File: src/rtl/gate_tt_pkg.sv
// Shared definitions for the gate-block truth-table sequencer: state encoding,
// output bit positions and the golden response table.
package gate_tt_pkg;

    typedef enum logic {IDLE, RUN} state_t;

    localparam int NUM_COMBOS = 4;
    localparam int Y_W        = 7;

    localparam int Y_AND  = 0;
    localparam int Y_OR   = 1;
    localparam int Y_NOTA = 2;
    localparam int Y_NAND = 3;
    localparam int Y_NOR  = 4;
    localparam int Y_XOR  = 5;
    localparam int Y_XNOR = 6;

    // Expected y for combination k, where a=k[1], b=k[0].
    localparam logic [Y_W-1:0] GOLDEN [0:NUM_COMBOS-1] = '{7'h5C, 7'h2E, 7'h2A, 7'h43};

endpackage

File: src/rtl/gate_tt_sequencer_if.sv
// Stimulus/response bus between the sequencer and the gate block, plus the
// run control and result signals.
interface gate_tt_sequencer_if;
    import gate_tt_pkg::*;

    logic                  start;
    logic                  a;
    logic                  b;
    logic [Y_W-1:0]        y;
    logic                  busy;
    logic                  done;
    logic                  pass;
    logic [2:0]            err_count;
    logic [NUM_COMBOS-1:0] fail_mask;
    logic [1:0]            first_fail_idx;
    logic [Y_W-1:0]        first_fail_y;

    modport master (
        input  start, y,
        output a, b, busy, done, pass, err_count, fail_mask, first_fail_idx, first_fail_y
    );

    modport slave (
        output start, y,
        input  a, b, busy, done, pass, err_count, fail_mask, first_fail_idx, first_fail_y
    );

endinterface

File: src/rtl/gate_block.sv
// Two-input, seven-output combinational gate block exercised by the sequencer.
module gate_block
    import gate_tt_pkg::*;
(
    input  logic           a,
    input  logic           b,
    output logic [Y_W-1:0] y
);

    always_comb begin
        y         = '0;
        y[Y_AND]  = a & b;
        y[Y_OR]   = a | b;
        y[Y_NOTA] = ~a;
        y[Y_NAND] = ~(a & b);
        y[Y_NOR]  = ~(a | b);
        y[Y_XOR]  = a ^ b;
        y[Y_XNOR] = ~(a ^ b);
    end

endmodule

File: src/rtl/gate_tt_top.sv
// Bring-up wrapper: the sequencer driving and checking a real gate block.
module gate_tt_top #(
    parameter int SETTLE_CYCLES = 2
) (
    input  logic       clk,
    input  logic       rst,
    input  logic       start,
    output logic       busy,
    output logic       done,
    output logic       pass,
    output logic [2:0] err_count,
    output logic [3:0] fail_mask,
    output logic [1:0] first_fail_idx,
    output logic [6:0] first_fail_y
);

    gate_tt_sequencer_if bus ();

    assign bus.start = start;

    gate_block u_gate (
        .a (bus.a),
        .b (bus.b),
        .y (bus.y)
    );

    gate_tt_sequencer #(.SETTLE_CYCLES(SETTLE_CYCLES)) u_seq (
        .clk (clk),
        .rst (rst),
        .bus (bus.master)
    );

    assign busy           = bus.busy;
    assign done           = bus.done;
    assign pass           = bus.pass;
    assign err_count      = bus.err_count;
    assign fail_mask      = bus.fail_mask;
    assign first_fail_idx = bus.first_fail_idx;
    assign first_fail_y   = bus.first_fail_y;

endmodule

File: src/rtl/gate_tt_sequencer.sv
// Walks a/b through all four combinations, samples y after a settle window and
// scores each sample against the golden table.
module gate_tt_sequencer
    import gate_tt_pkg::*;
#(
    parameter int SETTLE_CYCLES = 2,
    parameter int CNT_W         = 8
) (
    input  logic                clk,
    input  logic                rst,
    gate_tt_sequencer_if.master bus
);

    if (SETTLE_CYCLES < 1 || SETTLE_CYCLES > 255) begin : g_bad_settle
        $error("gate_tt_sequencer: SETTLE_CYCLES must be in 1..255");
    end
    if (CNT_W < 1 || (CNT_W < 31 && (2 ** CNT_W) <= SETTLE_CYCLES)) begin : g_bad_cnt_w
        $error("gate_tt_sequencer: CNT_W too narrow for SETTLE_CYCLES");
    end

    localparam logic [CNT_W-1:0] CNT_LAST = CNT_W'(SETTLE_CYCLES);
    localparam logic [1:0]       IDX_LAST = 2'(NUM_COMBOS - 1);

    state_t                state_q, state_d;
    logic [CNT_W-1:0]      cnt_q, cnt_d;
    logic [1:0]            idx_q, idx_d;
    logic                  a_q, a_d;
    logic                  b_q, b_d;
    logic                  busy_q, busy_d;
    logic                  done_q, done_d;
    logic                  pass_q, pass_d;
    logic [2:0]            err_q, err_d;
    logic [NUM_COMBOS-1:0] fmask_q, fmask_d;
    logic [1:0]            ffi_q, ffi_d;
    logic [Y_W-1:0]        ffy_q, ffy_d;
    logic                  mism;

    // Case inequality lets an undriven/X output score as a mismatch in simulation.
`ifdef SYNTHESIS
    assign mism = (bus.y != GOLDEN[idx_q]);
`else
    assign mism = (bus.y !== GOLDEN[idx_q]);
`endif

    always_comb begin
        state_d = state_q;
        cnt_d   = cnt_q;
        idx_d   = idx_q;
        a_d     = a_q;
        b_d     = b_q;
        busy_d  = busy_q;
        done_d  = 1'b0;
        pass_d  = pass_q;
        err_d   = err_q;
        fmask_d = fmask_q;
        ffi_d   = ffi_q;
        ffy_d   = ffy_q;
        case (state_q)
            IDLE: begin
                if (bus.start) begin
                    state_d = RUN;
                    busy_d  = 1'b1;
                    cnt_d   = '0;
                    idx_d   = '0;
                    a_d     = 1'b0;
                    b_d     = 1'b0;
                    pass_d  = 1'b0;
                    err_d   = '0;
                    fmask_d = '0;
                    ffi_d   = '0;
                    ffy_d   = '0;
                end
            end
            RUN: begin
                if (cnt_q == CNT_LAST) begin
                    cnt_d = '0;
                    if (mism) begin
                        fmask_d[idx_q] = 1'b1;
                        err_d          = err_q + 3'd1;
                        if (fmask_q == '0) begin
                            ffi_d = idx_q;
                            ffy_d = bus.y;
                        end
                    end
                    if (idx_q == IDX_LAST) begin
                        state_d = IDLE;
                        busy_d  = 1'b0;
                        done_d  = 1'b1;
                        idx_d   = '0;
                        a_d     = 1'b0;
                        b_d     = 1'b0;
                        pass_d  = (fmask_d == '0);
                    end else begin
                        idx_d = idx_q + 2'd1;
                        a_d   = idx_d[1];
                        b_d   = idx_d[0];
                    end
                end else begin
                    cnt_d = cnt_q + 1'b1;
                end
            end
            default: state_d = IDLE;
        endcase
    end

    always_ff @(posedge clk) begin
        if (rst) begin
            state_q <= IDLE;
            cnt_q   <= '0;
            idx_q   <= '0;
            a_q     <= 1'b0;
            b_q     <= 1'b0;
            busy_q  <= 1'b0;
            done_q  <= 1'b0;
            pass_q  <= 1'b0;
            err_q   <= '0;
            fmask_q <= '0;
            ffi_q   <= '0;
            ffy_q   <= '0;
        end else begin
            state_q <= state_d;
            cnt_q   <= cnt_d;
            idx_q   <= idx_d;
            a_q     <= a_d;
            b_q     <= b_d;
            busy_q  <= busy_d;
            done_q  <= done_d;
            pass_q  <= pass_d;
            err_q   <= err_d;
            fmask_q <= fmask_d;
            ffi_q   <= ffi_d;
            ffy_q   <= ffy_d;
        end
    end

    assign bus.a              = a_q;
    assign bus.b              = b_q;
    assign bus.busy           = busy_q;
    assign bus.done           = done_q;
    assign bus.pass           = pass_q;
    assign bus.err_count      = err_q;
    assign bus.fail_mask      = fmask_q;
    assign bus.first_fail_idx = ffi_q;
    assign bus.first_fail_y   = ffy_q;

endmodule

File: config.mk
export PLATFORM = sky130hd
export DESIGN_NAME = gate_tt_top
export DESIGN_NICKNAME = d
export VERILOG_FILES = /design/src/rtl/gate_tt_pkg.sv /design/src/rtl/gate_tt_sequencer_if.sv /design/src/rtl/gate_block.sv /design/src/rtl/gate_tt_top.sv /design/src/rtl/gate_tt_sequencer.sv
export SDC_FILE = /design/constraint.sdc
export NUM_CORES = 1
export LEC_CHECK = 0
export ABC_AREA = 1
export BUFFER_PORTS_ARGS = -buffer_cell sky130_fd_sc_hd__buf_2
export CORE_MARGIN = 3
export CORE_UTILIZATION = 59
export CTS_BUF_LIST = sky130_fd_sc_hd__clkbuf_8
export CTS_CLUSTER_SIZE = 28
export DETAILED_ROUTE_END_ITERATION = 12
export PLACE_DENSITY = 0.92
export SYNTH_ARGS = -nofsm -noshare
export SYNTH_HDL_FRONTEND = slang
export SYNTH_SLANG_ARGS = --single-unit
File: constraint.sdc
create_clock -name clk -period 2 [get_ports clk]
set_input_delay 0.5 -clock clk [delete_from_list [all_inputs] [get_ports clk]]
set_output_delay 0.5 -clock clk [all_outputs]
set_load 0.01 [all_outputs]
# [After elaboration in Yosys (flattened, before gate mapping)]
# Index checks and enable logic that the tools add are counted.
# Widths: inputs -> output; s select.
[op_classes] reduce_logical=8 order_cmp=3 n_eq_ne=8 addsub=3 muxes=50 bitwise_logic=11
[op_table] operator="$mux 7" count=6
[op_table] operator="$mux 4" count=5
[op_table] operator="$mux 8" count=2
[op_table] operator="$pmux 8 s2" count=1
[op_table] operator="$mux 1" count=15
[op_table] operator="$bmux 7 s2" count=1
[op_table] operator="$pmux 7 s2" count=1
[op_table] operator="$mux 2" count=6
[op_table] operator="$ne 2x2->1 const B" count=5
[op_table] operator="$pmux 1 s2" count=5
[op_table] operator="$mux 3" count=3
[op_table] operator="$add 8x1->8 const B" count=1
[op_table] operator="$eq 8x2->1 const B" count=1
[op_table] operator="$logic_not 4->1" count=2
[op_table] operator="$pmux 2 s2" count=2
[op_table] operator="$pmux 4 s2" count=1
[op_table] operator="$ne 7x7->1" count=1
[op_table] operator="$not 1->1" count=6
[op_table] operator="$pmux 3 s2" count=1
[op_table] operator="$reduce_and 3->1" count=2
[op_table] operator="$or 4x4->4" count=1
[op_table] operator="$reduce_and 4->1" count=1
[op_table] operator="$add 3x1->3 const B" count=1
[op_table] operator="$ge 3x3->1 const B" count=1
[op_table] operator="12 further kinds" count=12
[totals] reg_bits=32 out_inout_bits=19 wordCells=95 input_bits=3

# [Depth between registers and ports, before layout]
[depth] ltp_word=12 depth_mapped=11 ltp_nobuf=11

# [Modules after synthesis]
# From an unflattened synthesis, not the netlist that was laid out.
[unflattened] cells_unflattened=258 hier_area_um2=1801.7
[modules_own_cells] mod="gate_tt_sequencer" cells_each=249 n_inst=1 area_each_um2=1732.9
[modules_own_cells] mod="gate_block" cells_each=9 n_inst=1 area_each_um2=68.8

# [Worst setup path after synthesis]
# Ideal clock, no wire load.
[synth_path] path_type="register to register" start="register u_seq.a_q (netlist: u_seq.bus.a)" end="register u_seq.ffy_q[2] (netlist: u_seq.bus.first_fail_y[2])" synth_period_minus_slack_ns=1.403 setup_time_ns=0.113 stages_incl_launch_ff=11 required_time_ns=1.887 slack_ns=0.597 path_buffers=0 t_arrival_ns=1.290 cell_sequence="dfxtp_1 ha_1 inv_1 nand2_2 nand2_2 nand2_2 nand2_4 inv_4 nand2_4 nor2_1 nor2_1"
[synth_via] elab_chain_cells=5 word_cells_on_any_way=14 classes_between="eq/ne (2); mux (4); bitwise (7); reduce/logical (1)"
[synth_lines] element="start, declared" line_no="gate_tt_sequencer.sv:27" rtl="logic a_q, a_d;"
[synth_lines] element="start signal, assigned" line_no="gate_tt_sequencer.sv:111" rtl="a_q <= 1'b0;"
[synth_lines] element="start signal, assigned" line_no="gate_tt_sequencer.sv:124" rtl="a_q <= a_d;"
[synth_lines] element="$and 1x1->1, or another cell as far along" line_no="gate_block.sv:12, gate_block.sv:15"
[synth_lines] element="$not 1->1, or another cell as far along" line_no="gate_block.sv:15" rtl="y[Y_NAND] = ~(a & b);"
[synth_lines] element="$ne 7x7->1 or $mux 7 (tied branches)" line_no="gate_tt_sequencer.sv:40, gate_tt_sequencer.sv:77"
[synth_lines] element="$ne 2x2->1 (no source line) or $mux 7 (tied branches)"
[synth_lines] element="$reduce_and 4->1 (no source line) or $pmux 7 s2 (tied branches)"
[synth_lines] element="end signal, assigned" line_no="gate_tt_sequencer.sv:132" rtl="ffy_q <= ffy_d;"
[synth_lines] element="end, declared" line_no="gate_tt_sequencer.sv:35" rtl="logic [Y_W-1:0] ffy_q, ffy_d;"
# Several ways; a longest one is shown, not always the timed one. The select of a mux whose other input is x is not followed.
# A chain may end at the register's enable or synchronous reset.

# [Final worst setup path]
[layout_path] start="register u_seq.a_q (netlist: u_seq.bus.a)" end="register u_seq.ffi_q[0] (netlist: u_seq.bus.first_fail_idx[0])"
[layout_via] elab_chain_cells=5 word_cells_on_any_way=10 classes_between="eq/ne (2); bitwise (7); reduce/logical (1)"
[layout_lines] element="$and 1x1->1, or another cell as far along" line_no="gate_block.sv:12, gate_block.sv:15"
[layout_lines] element="$not 1->1 (on tied branches)" line_no="gate_block.sv:15, gate_block.sv:16, gate_block.sv:18"
[layout_lines] element="$ne 7x7->1 *" line_no="gate_tt_sequencer.sv:40" rtl="assign mism = (bus.y != GOLDEN[idx_q]);"
[layout_lines] element="$ne 2x2->1 (no source line) *"
[layout_lines] element="$reduce_and 4->1 (no source line) *"
[layout_lines] element="end signal, assigned" line_no="gate_tt_sequencer.sv:131" rtl="ffi_q <= ffi_d;"
[layout_lines] element="end, declared" line_no="gate_tt_sequencer.sv:34" rtl="logic [1:0] ffi_q, ffi_d;"
# Every way passes the cells marked *; elsewhere a longest branch is shown, timed or not.

==> reports/qor.txt <==
Die width - 59.0 um
Count of input and output buffers - 21
Fillers - 204
Kind of cell adding the most delay to the critical path - simple AND/OR/NAND/NOR gates
Run status - completed
Final setup violating endpoints - 0
RSZ-0062 raised after global routing - false
Clk_skew - 2.80 ps
Worst VDD drop - 0.599 mV
Mapped Cells - 226
Worst path required time - 2220 ps
Post-route cell area - 1850 um^2
Post-synthesis mux area share - 0
Routed met1 length - 1520 um
Gr usage total - 0.223
Starting Density - 0.646
Post-route ant nets - 0
Tightest Pin Transition - 395 ps
Yosys top cell by area - dfxtp_1
Distinct cells, synth - 30
PwrDens - 693 nW/um^2
Post-CTS resize count - 0
Post-Route Setup TNS - 0 ps
Share of the synthesized area in the top cell type - 0.362
Crit share post-route - 0.811
Most used cell, CP - nand2_2
Synth Cell Area - 1660 um^2
Worst-path maximum fanout - 7
Die ar. - 3480 um^2
Simple-gate area share of the yosys netlist - 0.400
Row count - 18
Share of cells above drive strength 1 - 0.216
CP endpoint kind - flop
Vias in the first global route - 1355
Slew HR - 0.736
Routed wire length - 3410 um
Post-Synth Adder-Cell Area - 0.0603
Post-Synth XOR/XNOR Area - 0
Largest net degree at the start of global routing - 15
Clk_lat worst skew - 280 ps
Wire length on met2 - 1600 um
Clock Tree Buf Depth - 2
Vias per cell - 5.13
DRC - 0
Remaining global-route overflow - 0
Register bit count reported by yosys - 30
CP Cell Sequence - ha_1 -> inv_1 -> nand2_2 -> nand2_2 -> nand2_2 -> nand2_4 -> inv_4 -> nand2_4 -> nand2_1 -> nand2_1 -> nor2_1
Postcts setup bufs - 0
Area contributors post-synth - dfxtp_1, nand2_1, nor2_1
Sequential cell area fraction in the yosys report - 0.362
Worst EP arrival - 1840 ps
Slowest cell on crit path - dfxtp_1
Nets@finish - 261
Synthesized Nets - 237
Synth Warn # - 0
Critical path type - flop to flop
Clk slew on worst S/H paths - 60 ps
Routed WL per cell - 12.2 um
Layout area overhead - 11.3%
Startpoint Class - flop
Hold crit path type - flop to flop
Uppermost layer routed - met4
Final Max Slew Viols - 0
1st-pass router iterations - 4
CTS tree - yes
Global-route wire length before repair - 5740 um
Detail Placement HPWL - 2470 um
Final Hold Viols - 0
Clk root buf - clkbuf_8
Compound-Gate Fraction of Synth Area - 0.0822
Max-cap violations - 0
TritonCTS Sinks - 30
Num CTS Buffers - 5
Vias - 1435
# IOs - 22
Hold Buf Count CTS - 0
Initial antenna violation count - 0
Core Region - 2570 um^2
Crit-path max cell delay - 450 ps
Fmax - 616 MHz
Setup WS pre-CTS - 428 ps
Antenna diodes - 0
Die height - 59.0 um
Tmin final - 1620 ps
Post-Place Cell Area - 1770 um^2
CTS H-tree depth - 2
Iter 0 DRT Violations - 65
Fin worst setup slack - 377 ps
Buf/Inv on CP - 2
DR WL met3 - 197 um
Syn_area_per_cell - 7.34 um^2
FF-to-FF setup slack - 380 ps
Final RePlAce weighted congestion - 0.835
Leak - 0.000892 uW
Largest family of logic cells by synthesized area - simple AND/OR/NAND/NOR gates
[registers in the layout (all words and copies together) (netlist names), 2 cells and up]
signal	count
u_seq.bus.err_count	3
u_seq.bus.fail_mask	4
u_seq.cnt_q	8
u_seq.bus.first_fail_y	7
u_seq.bus.first_fail_idx	2
[report_power, final]
group,total (uW),internal (uW),switching [uW]
Clock,443,228,215
Combinational,193,69.2,124
Sequential,644,626,18.4
[tightest hold or removal path: stages, from the launching register on]
cell	delay [ps]
dfxtp_1	310
nand2_1	60
a21oi_1	50
[cell families after synthesis]
kind of cell,count (synthesis)
compound gates,25
simple gates,128
flops,30
buf+inv,35
fa+ha+maj,8
[synthesized netlist by cell type (all sizes together)]
master	n
or2	3
o21ai	7
a21oi	15
buf	6
nor3	4
nand2	58
a211oi	1
and2	1
ha	8
nor2	33
o211ai	1
nand4	6
o21bai	1
nand3	22
inv	29
dfxtp	30
nand3b	1
[cell type report]
class | count | area [um^2] | share of cell area
Sequential cell | 30 | 601 | 0.325
Multi-Input combinational cell | 161 | 901 | 0.488
Clock buffer | 5 | 68.8 | 0.0373
Tap cell | 30 | 37.5 | 0.0203
Inverter | 29 | 111 | 0.0603
Timing Repair Buffer | 23 | 120 | 0.0650
Clock inverter | 2 | 7.51 | 0.00407
[final timing paths]
kind | from | end | cells past startpoint
max | u_seq.bus.a | u_seq.bus.first_fail_idx[0] | 11
min | u_seq.bus.busy | u_seq.bus.busy | 2
max reg2reg | u_seq.bus.a | u_seq.bus.first_fail_idx[0] | 11
min reg2reg | u_seq.bus.busy | u_seq.bus.busy | 2
[metrics by stage]
stage	utilization	cells	hold slack [ps]	power (uW)
6_report	0.719	280	462	1280
2_1_floorplan	-	226	470	803
5_1_grt	0.719	280	507	1350
4_1_cts	0.719	280	463	1300
3_5_place_dp	0.690	273	454	849
3_3_place_gp	0.690	273	449	842
[cells in the final DEF (no fill, tap or decap), types with 5 or more instances in the layout]
cell type,n
nand2_4,6
nand3_1,20
nand4_1,6
buf_2,21
nor2_1,29
o21ai_0,7
ha_1,8
dfxtp_1,30
inv_1,27
a21oi_1,14
nand2_2,5
nand2_1,47
clkbuf_8,5
[layer usage]
layer | vias up | GRT usage
li1 | 763 | -
met1 | 622 | 0.265
met2 | 41 | 0.358
met3 | 9 | 0.0719
met4 | 0 | 0.117
met5 | - | 0
(Power assumes the default switching activity.)
